$ cat config.mk
export PLATFORM = sky130hd
export DESIGN_NAME = axi_rd_scheduler
export DESIGN_NICKNAME = d
export VERILOG_FILES = /design/src/rtl/axi_rd_scheduler.sv
export SDC_FILE = /design/constraint.sdc
export NUM_CORES = 1
export LEC_CHECK = 0
export ABC_AREA = 1
export CAP_MARGIN = 20
export CORE_ASPECT_RATIO = 0.9
export CORE_MARGIN = 3
export CORE_UTILIZATION = 55
export DETAILED_ROUTE_END_ITERATION = 10
export PLACE_DENSITY = 0.95
export SETUP_SLACK_MARGIN = 0.02
export SLEW_MARGIN = 20
export SYNTH_ARGS = -nofsm -noshare
export SYNTH_HDL_FRONTEND = slang
export SYNTH_SLANG_ARGS = --single-unit
$ cat constraint.sdc
create_clock -name i_clk -period 9 [get_ports i_clk]
set_input_delay 1.8 -clock i_clk [delete_from_list [all_inputs] [get_ports i_clk]]
set_output_delay 1.8 -clock i_clk [all_outputs]
set_load 0.01 [all_outputs]
$ cat src/rtl/axi_rd_scheduler.sv
// axi_rd_scheduler: two-requester round-robin scheduler that splits each transfer
// into AXI read bursts bounded by MAX_BURST and 4 KB pages, one burst in flight.
module axi_rd_scheduler #(
  parameter int ADDR_WIDTH = 32,
  parameter int DATA_WIDTH = 64,
  parameter int MAX_BURST  = 64
) (
  input  logic                  i_clk,
  input  logic                  i_rst_n,
  input  logic                  req0_valid,
  input  logic [ADDR_WIDTH-1:0] req0_addr,
  input  logic [15:0]           req0_beats,
  output logic                  req0_ready,
  output logic                  req0_done,
  input  logic                  req1_valid,
  input  logic [ADDR_WIDTH-1:0] req1_addr,
  input  logic [15:0]           req1_beats,
  output logic                  req1_ready,
  output logic                  req1_done,
  output logic                  cmd_valid,
  input  logic                  cmd_ready,
  output logic [ADDR_WIDTH-1:0] cmd_addr,
  output logic [7:0]            cmd_len,
  output logic                  cmd_id,
  input  logic                  burst_done,
  output logic                  busy
);

  localparam int BYTES = DATA_WIDTH / 8;
  localparam int LOG2B = $clog2(BYTES);

  localparam logic [1:0] IDLE  = 2'd0;
  localparam logic [1:0] ISSUE = 2'd1;
  localparam logic [1:0] WAIT  = 2'd2;
  localparam logic [1:0] DONE  = 2'd3;

  logic [1:0]            state;
  logic [ADDR_WIDTH-1:0] addr;
  logic [15:0]           remaining;
  logic [8:0]            beats;
  logic                  owner;
  logic                  last;

  logic                  grant_valid;
  logic                  grant_id;
  logic [ADDR_WIDTH-1:0] grant_addr;
  logic [ADDR_WIDTH-1:0] next_addr;
  logic [15:0]           next_rem;
  logic [8:0]            cur_beats;
  logic [8:0]            next_beats;

  // Burst size limited by what is left, MAX_BURST and the distance to the next 4 KB page.
  function automatic logic [8:0] burst_beats(input logic [ADDR_WIDTH-1:0] a,
                                             input logic [15:0] rem);
    logic [12:0] room;
    logic [16:0] n;
    room = (13'd4096 - {1'b0, a[11:0]}) >> LOG2B;
    n    = {1'b0, rem};
    if ({4'd0, room} < n) n = {4'd0, room};
    if (17'(MAX_BURST) < n) n = 17'(MAX_BURST);
    return n[8:0];
  endfunction

  // last==0 means req0 was served last, so req1 wins a tie.
  assign grant_valid = req0_valid | req1_valid;
  assign grant_id    = req1_valid & (~req0_valid | ~last);
  assign grant_addr  = (grant_id ? req1_addr : req0_addr) & ~ADDR_WIDTH'(BYTES - 1);

  assign next_addr  = addr + (ADDR_WIDTH'(beats) << LOG2B);
  assign next_rem   = remaining - 16'(beats);
  assign cur_beats  = burst_beats(addr, remaining);
  assign next_beats = burst_beats(next_addr, next_rem);

  assign cmd_addr  = addr;
  assign cmd_id    = owner;
  assign busy      = (state != IDLE);
  assign req0_done = (state == DONE) & ~owner;
  assign req1_done = (state == DONE) & owner;

  always_ff @(posedge i_clk or negedge i_rst_n) begin
    if (!i_rst_n) begin
      state      <= IDLE;
      addr       <= '0;
      remaining  <= '0;
      beats      <= '0;
      owner      <= 1'b0;
      last       <= 1'b1;
      req0_ready <= 1'b0;
      req1_ready <= 1'b0;
      cmd_valid  <= 1'b0;
      cmd_len    <= '0;
    end else begin
      req0_ready <= 1'b0;
      req1_ready <= 1'b0;
      case (state)
        IDLE: begin
          if (grant_valid) begin
            req0_ready <= ~grant_id;
            req1_ready <= grant_id;
            addr       <= grant_addr;
            remaining  <= grant_id ? req1_beats : req0_beats;
            owner      <= grant_id;
            state      <= ISSUE;
          end
        end
        ISSUE: begin
          // First ISSUE cycle after a grant computes the burst; a zero-beat transfer skips to DONE.
          if (!cmd_valid) begin
            if (remaining == 16'd0) begin
              state <= DONE;
            end else begin
              cmd_valid <= 1'b1;
              beats     <= cur_beats;
              cmd_len   <= 8'(cur_beats - 9'd1);
            end
          end else if (cmd_ready) begin
            cmd_valid <= 1'b0;
            state     <= WAIT;
          end
        end
        WAIT: begin
          if (burst_done) begin
            addr      <= next_addr;
            remaining <= next_rem;
            if (next_rem == 16'd0) begin
              state <= DONE;
            end else begin
              cmd_valid <= 1'b1;
              beats     <= next_beats;
              cmd_len   <= 8'(next_beats - 9'd1);
              state     <= ISSUE;
            end
          end
        end
        DONE: begin
          last  <= owner;
          state <= IDLE;
        end
        default: state <= IDLE;
      endcase
    end
  end

endmodule

==> results of run 1 <==
path summary, 6_finish.rpt:
check | end | depth (start not counted) | slack (ps) | from
max in group asynchronous | remaining[9]$_DFFE_PN0P_ | 2 | 6730 | i_rst_n
min | cmd_len[0]$_DFFE_PN0P_ | 2 | 490 | cmd_len[0]$_DFFE_PN0P_
min reg2reg | cmd_len[0]$_DFFE_PN0P_ | 2 | 490 | cmd_len[0]$_DFFE_PN0P_
max reg2reg | cmd_len[4]$_DFFE_PN0P_ | 35 | 3920 | cmd_addr[3]$_DFFE_PN0P_
min in group asynchronous | cmd_len[5]$_DFFE_PN0P_ | 2 | 1660 | i_rst_n
max | cmd_len[4]$_DFFE_PN0P_ | 35 | 3920 | cmd_addr[3]$_DFFE_PN0P_
kinds of logic (layout without fill, tap and decap cells):
| group | count (synthesis) | in the layout | synth area share |
|---|---|---|---|
| simple gates | 496 | 496 | 0.340 |
| compound gates | 195 | 195 | 0.165 |
| buf+inv | 194 | 320 | 0.114 |
| flops | 69 | 69 | 0.264 |
| fa+ha+maj | 43 | 43 | 0.0844 |
| xor+xnor | 24 | 24 | 0.0321 |
| other cells | 1 | 3 | 0.000573 |
flip-flops by register name, summed over array words and instances (netlist names):
name        count
remaining      16
beats           9
cmd_len         8
req1_ready      1
last            1
cmd_id          1
cmd_valid       1
cmd_addr       29
state           2
req0_ready      1
cells in the mapped netlist, drive strengths merged:
library cell,number
nand2,273
clkbuf,22
inv,159
nand3,84
o211a,1
nor4,4
nor2,98
o21a,1
a21boi,1
ha,41
dfstp,1
fa,2
and2,1
a22oi,1
o31ai,1
o211ai,21
o2111ai,1
xor2,22
dfrtp,68
nand3b,2
buf,12
o21bai,1
nand4,22
o22ai,4
conb,1
o21ai,126
a31oi,3
xnor2,2
a21oi,33
o32ai,1
nor3,7
or2,5
clkinv,1
where the power goes:
part / switching (µW) / internal, µW
clock: 143 / 223
combinational: 1750 / 986
sequential: 148 / 461
metal layers:
metal,vias up,routed length (µm),part of all wire,track usage
met4,0,641,0.033,0.109
met5,-,0,0,0
li1,3568,-,-,-
met1,3278,8290,0.42,0.390
met2,349,9020,0.46,0.484
met3,58,1760,0.089,0.0694
per-stage QoR:
step / std cells / hold slack [ps]
6_report: 1306 / 490
4_1_cts: 1306 / 501
3_5_place_dp: 1290 / 486
5_1_grt: 1306 / 529
3_3_place_gp: 1290 / 466
2_1_floorplan: 1024 / 468
cell type report:
cell class / count / area (µm²)
tap: 156 / 195
clock buffer: 11 / 243
clock inverter: 5 / 58.8
inverter: 160 / 601
fill: 853 / 3190
multi-input combinational: 761 / 4090
sequential: 69 / 1730
timing repair buffer: 144 / 1420
critical path: cells and delay by family, from the launching register on:
family / cells / cell delay, ps
xor+xnor: 2 / 510
fa+ha+maj: 4 / 1060
simple gates: 19 / 1960
compound gates: 4 / 520
flops: 1 / 410
buf+inv: 6 / 490
==> results.ini, run 1 <==
[run_status]
result_of_the_run=finished clean

[sta]
rsz0062_at_grt=false
worst-slew-pin-transition_ps=917
hold_viol=0
worst_clock_skew_ps=5.93
slew-limit-headroom=0.388
number_of_pins_with_negative_max_slew_slack_in_the_final_report=0
fin_crit_ps=5080
upper_clock_frequency_limit_mhz=197
fin_setup_tns_ps=0
final.setup.worst_slack_ps=3920
min_period_over_period=0.564
setup_viol=0

[power]
finalPower_uw=3710
worst_vdd_rail_ir_drop_mv=0.249
power_leakage_uw=0.00404
power_per_cell_area_nw_per_um2=445

[global_routing]
antenna_found_initial=0
wire_length_of_the_first_global_routing_pass_um=31600
largest_net_degree_at_the_start_of_global_routing=79
grtUsageTotal=0.298
grt_overflow=0
via_count_of_the_first_global_routing_pass=6644

[setup_path]
timing.critical_path.to_type=flop
worst-endpoint-arrival_ps=5310
timing_worst_setup_path_type=flop to flop
timing.critical_path.required_ps=9230
worstSetupStartpointType=flop
crit_path_max_fanout=12
cpMostUsedCell=sky130_fd_sc_hd__nand2_1
worst_path_largest_cell_delay_ps=410
cp_slowest_cell=sky130_fd_sc_hd__dfrtp_1

[final_layout]
most-common-layout-cells=261 x sky130_fd_sc_hd__nand2_1, 145 x sky130_fd_sc_hd__inv_1, 138 x sky130_fd_sc_hd__clkdlybuf4s50_1
layout_commonest_cell=sky130_fd_sc_hd__nand2_1
layout-drive-gt1-share=0.0696
area_delta_synth_final_pct=27.3
antenna-diode-count=0
post-route-cell-area_um2=8340
final_nets=1290
postLayoutCoreUtil=0.723

[placed_design]
placedInstanceArea_um2=8030
detailedPlacementHpwl_um=14900
gp_routability_congestion=0.944
port_buffers=139
detailedPlace.worstSlack_ps=4060

[hold_path]
hp-class=flop to flop

[route]
avgRoutedWirePerCell_um=15.1
ant_nets=0
vias=7253
first_iter_violations=625
drt_drc_violations_left=0
postRouteWirelength_um=19700
drt_pre_antenna_iters=7
via_per_inst=5.55

[run]
max-cap-violations=0

[clocking]
cts_htree_levels=3
cts.repair_timing.setup_buffer_count=0
cts.root.buffer_cell=sky130_fd_sc_hd__clkbuf_16
cts_buffers=9
cts_tree=built
tritoncts_sinks=69
cts_repair_resize_count=0
clk-insertion-delay-late_ps=350
cts.path.max_buffers=2
postCtsHoldBufs=0
clkSlewWorstSetupHoldPaths_ps=60

[synthesis]
flip_flop_and_latch_count_after_synthesis=69
yosysTopAreaCell=sky130_fd_sc_hd__dfrtp_1
synth_area_per_cell_um2=6.41
syn_inst=1022
post_synth_instance_area_um2=6550
netlist.area_leader.share=0.260
yosys-top-cells-area=sky130_fd_sc_hd__dfrtp_1 26%, sky130_fd_sc_hd__nand2_1 15%, sky130_fd_sc_hd__o21ai_0 8.4%
yosys_warnings=0
synth.distinct_cells=50
proportion_of_synthesized_chip_area_in_sequential_cells=0.264

[floorplanning]
die_w_um=121
rows=37
die-area_um2=13300
ioPinCount=149
initial_utilization=0.568
y_dimension_of_the_die_um=110
placeableCoreArea_um2=11500

Note: power is estimated with default switching activity, not from simulation.
==> run 2, diff against run 1 <==
CORE_UTILIZATION = 47   (was 55)
PLACE_DENSITY = 0.91   (was 0.95)
clock period = 4.1 ns   (was 9 ns; I/O delays follow)
==> run 2 against run 1 <==
Compared with the run above:
- the flow now finishes with violations (setup timing)
- largest cell class unchanged
- final cell count increased by 6.0%
- utilization decreased by 4.5 points
- fmax increased by 18%
==> results.ini, run 2 (synthesized netlist as in run 1, its figures left out) <==
[run_status]
result_of_the_run=finished, violations left
violations=setup timing

[floorplanning]
y_dimension_of_the_die_um=118  ; +7.7%
die-area_um2=15400  ; +16%
initial_utilization=0.485  ; -0.0835
placeableCoreArea_um2=13500  ; +17%
rows=40  ; +8.1%
die_w_um=130  ; +7.8%
ioPinCount=149  ; unchanged

[setup_path]
worst-endpoint-arrival_ps=4530  ; -780 ps
r2r_endpoint=cmd_len[6]$_DFFE_PN0P_
worstSetupStartpointType=flop
timing.critical_path.to_type=flop
crit_path_max_fanout=6  ; -6
worst_r2r_startpoint=beats[0]$_DFFE_PN0P_
worstRegToRegCells=30  ; -14%
timing_worst_setup_path_type=flop to flop
cp_slowest_cell=sky130_fd_sc_hd__fa_2
timing.critical_path.required_ps=4330  ; -4900 ps
worst_path_largest_cell_delay_ps=550  ; +140 ps
r2r_setup_slack_ps=-200  ; -4120 ps

[route]
top_layer_used=met4
drt_pre_antenna_iters=9  ; +2
wl_met1_um=9250  ; +12%
via_per_inst=5.65  ; +1.7%
drt_drc_violations_left=0  ; unchanged
postRouteWirelength_um=23100  ; +17%
vias=7815  ; +7.7%
avgRoutedWirePerCell_um=16.7  ; +10%
ant_nets=0  ; unchanged
met2RoutedLength_um=10900  ; +21%
dr_wl_met3_um=2050  ; +17%
first_iter_violations=967  ; +55%

[final_layout]
area_delta_synth_final_pct=39.9
antenna-diode-count=0  ; unchanged
most-common-layout-cells=242 x sky130_fd_sc_hd__nand2_1, 138 x sky130_fd_sc_hd__inv_1, 138 x sky130_fd_sc_hd__clkdlybuf4s50_1
layout_commonest_cell=sky130_fd_sc_hd__nand2_1
final_nets=1356  ; +5.1%
layout-drive-gt1-share=0.169  ; +0.0990
largest_register_ffs=29  ; unchanged

[placed_design]
detailedPlacementHpwl_um=16200  ; +8.7%
port_buffers=139  ; unchanged
detailedPlace.worstSlack_ps=-204  ; -4260 ps
gp_routability_congestion=0.953  ; +0.91%

[clocking]
cts.root.buffer_cell=sky130_fd_sc_hd__clkbuf_16
cts_tree=built
tritoncts_sinks=69  ; unchanged
clk-insertion-delay-late_ps=340  ; about the same
cts.path.max_buffers=2  ; unchanged
cts_buffers=9  ; unchanged
cts_htree_levels=3  ; unchanged
postCtsHoldBufs=0  ; unchanged
clkSlewWorstSetupHoldPaths_ps=60  ; about the same

[sta]
rsz0062_at_grt=true
worst-slew-pin-transition_ps=856  ; -61.4 ps
final.setup.worst_slack_ps=-199  ; -4120 ps
fin_crit_ps=4300  ; -779 ps
upper_clock_frequency_limit_mhz=233  ; +18%
slew-limit-headroom=0.429  ; +0.0401
worst_clock_skew_ps=9.22  ; +3.30 ps
min_period_over_period=1.05  ; +0.484
number_of_pins_with_negative_max_slew_slack_in_the_final_report=0  ; unchanged
setup_viol=12  ; +12
hold_viol=0  ; unchanged

[global_routing]
grt_overflow=0  ; unchanged
largest_net_degree_at_the_start_of_global_routing=87  ; +10%
grtUsageTotal=0.283  ; -0.0144
wire_length_of_the_first_global_routing_pass_um=35300  ; +12%
via_count_of_the_first_global_routing_pass=7262  ; +9.3%
antenna_found_initial=0  ; unchanged

[hold_path]
hp-class=input pin to asynchronous set/reset pin

[run]
max-cap-violations=0  ; unchanged

run 2: cell types whose count changed in the layout (fill, tap and decap cells not counted), sizes merged:
cell and change:
clkbuf -1, buf +65, nand4 +1, clkinv +2
clkinvlp -1
run 2: worst max-delay path by stage:
stage / startpoint / to / slack [ps] / cells past startpoint
global route: beats[0]$_DFFE_PN0P_ / cmd_len[7]$_DFFE_PN0P_ / -470 / 31
finish: beats[0]$_DFFE_PN0P_ / cmd_len[6]$_DFFE_PN0P_ / -200 / 30
global placement: beats[0]$_DFFE_PN0P_ / cmd_len[6]$_DFFE_PN0P_ / -150 / 30
floorplan: cmd_addr[3]$_DFFE_PN0P_ / cmd_len[4]$_DFFE_PN0P_ / -110 / 36
CTS: cmd_addr[3]$_DFFE_PN0P_ / cmd_len[4]$_DFFE_PN0P_ / -120 / 33
detailed placement: beats[0]$_DFFE_PN0P_ / cmd_len[6]$_DFFE_PN0P_ / -200 / 31
run 2: final cells by class:
cell class	instances	area [µm²]
timing repair buffer	209	1940
clock inverter	6	61.3
inverter	160	606
clock buffer	10	229
fill	1024	4350
sequential	69	1730
multi-input combinational	762	4390
tap	168	210
run 2: critical path, delay by kind of cell, from the launching register on:
kind / cells / cell delay, ps
buf+inv: 6 / 380
xor+xnor: 1 / 140
flops: 1 / 370
compound gates: 4 / 620
fa+ha+maj: 4 / 1170
simple gates: 15 / 1510
run 2: through the flow:
step	hold WS, ps	setup TNS (ps)	area (µm²)	cells	util
floorplan	468	-177	6610	1024	-
global placement	471	-655	8550	1360	0.633
detailed placement	476	-1370	8550	1360	0.633
CTS	477	-423	8970	1380	0.664
global route	501	-4630	9160	1384	0.678
finish	461	-1390	9160	1384	0.678
run 2: what timing repair did:
item	CTS	global route
setup buffers	3	4
cloned	1	0
setup endpoints to repair	14	15
endpoints found under the hold margin	0	0
resized for setup	22	42
pin swaps	27	30
run 2: metal layers:
metal,vias to the layer above,track usage
met2,470,0.460
met1,3569,0.383
li1,3686,-
met4,0,0.0919
met5,-,0
met3,90,0.0467
Power of run 2 is left out: the tool's default activity adds up to more than one toggle a clock period on the data nets, which glitch-free logic cannot reach.
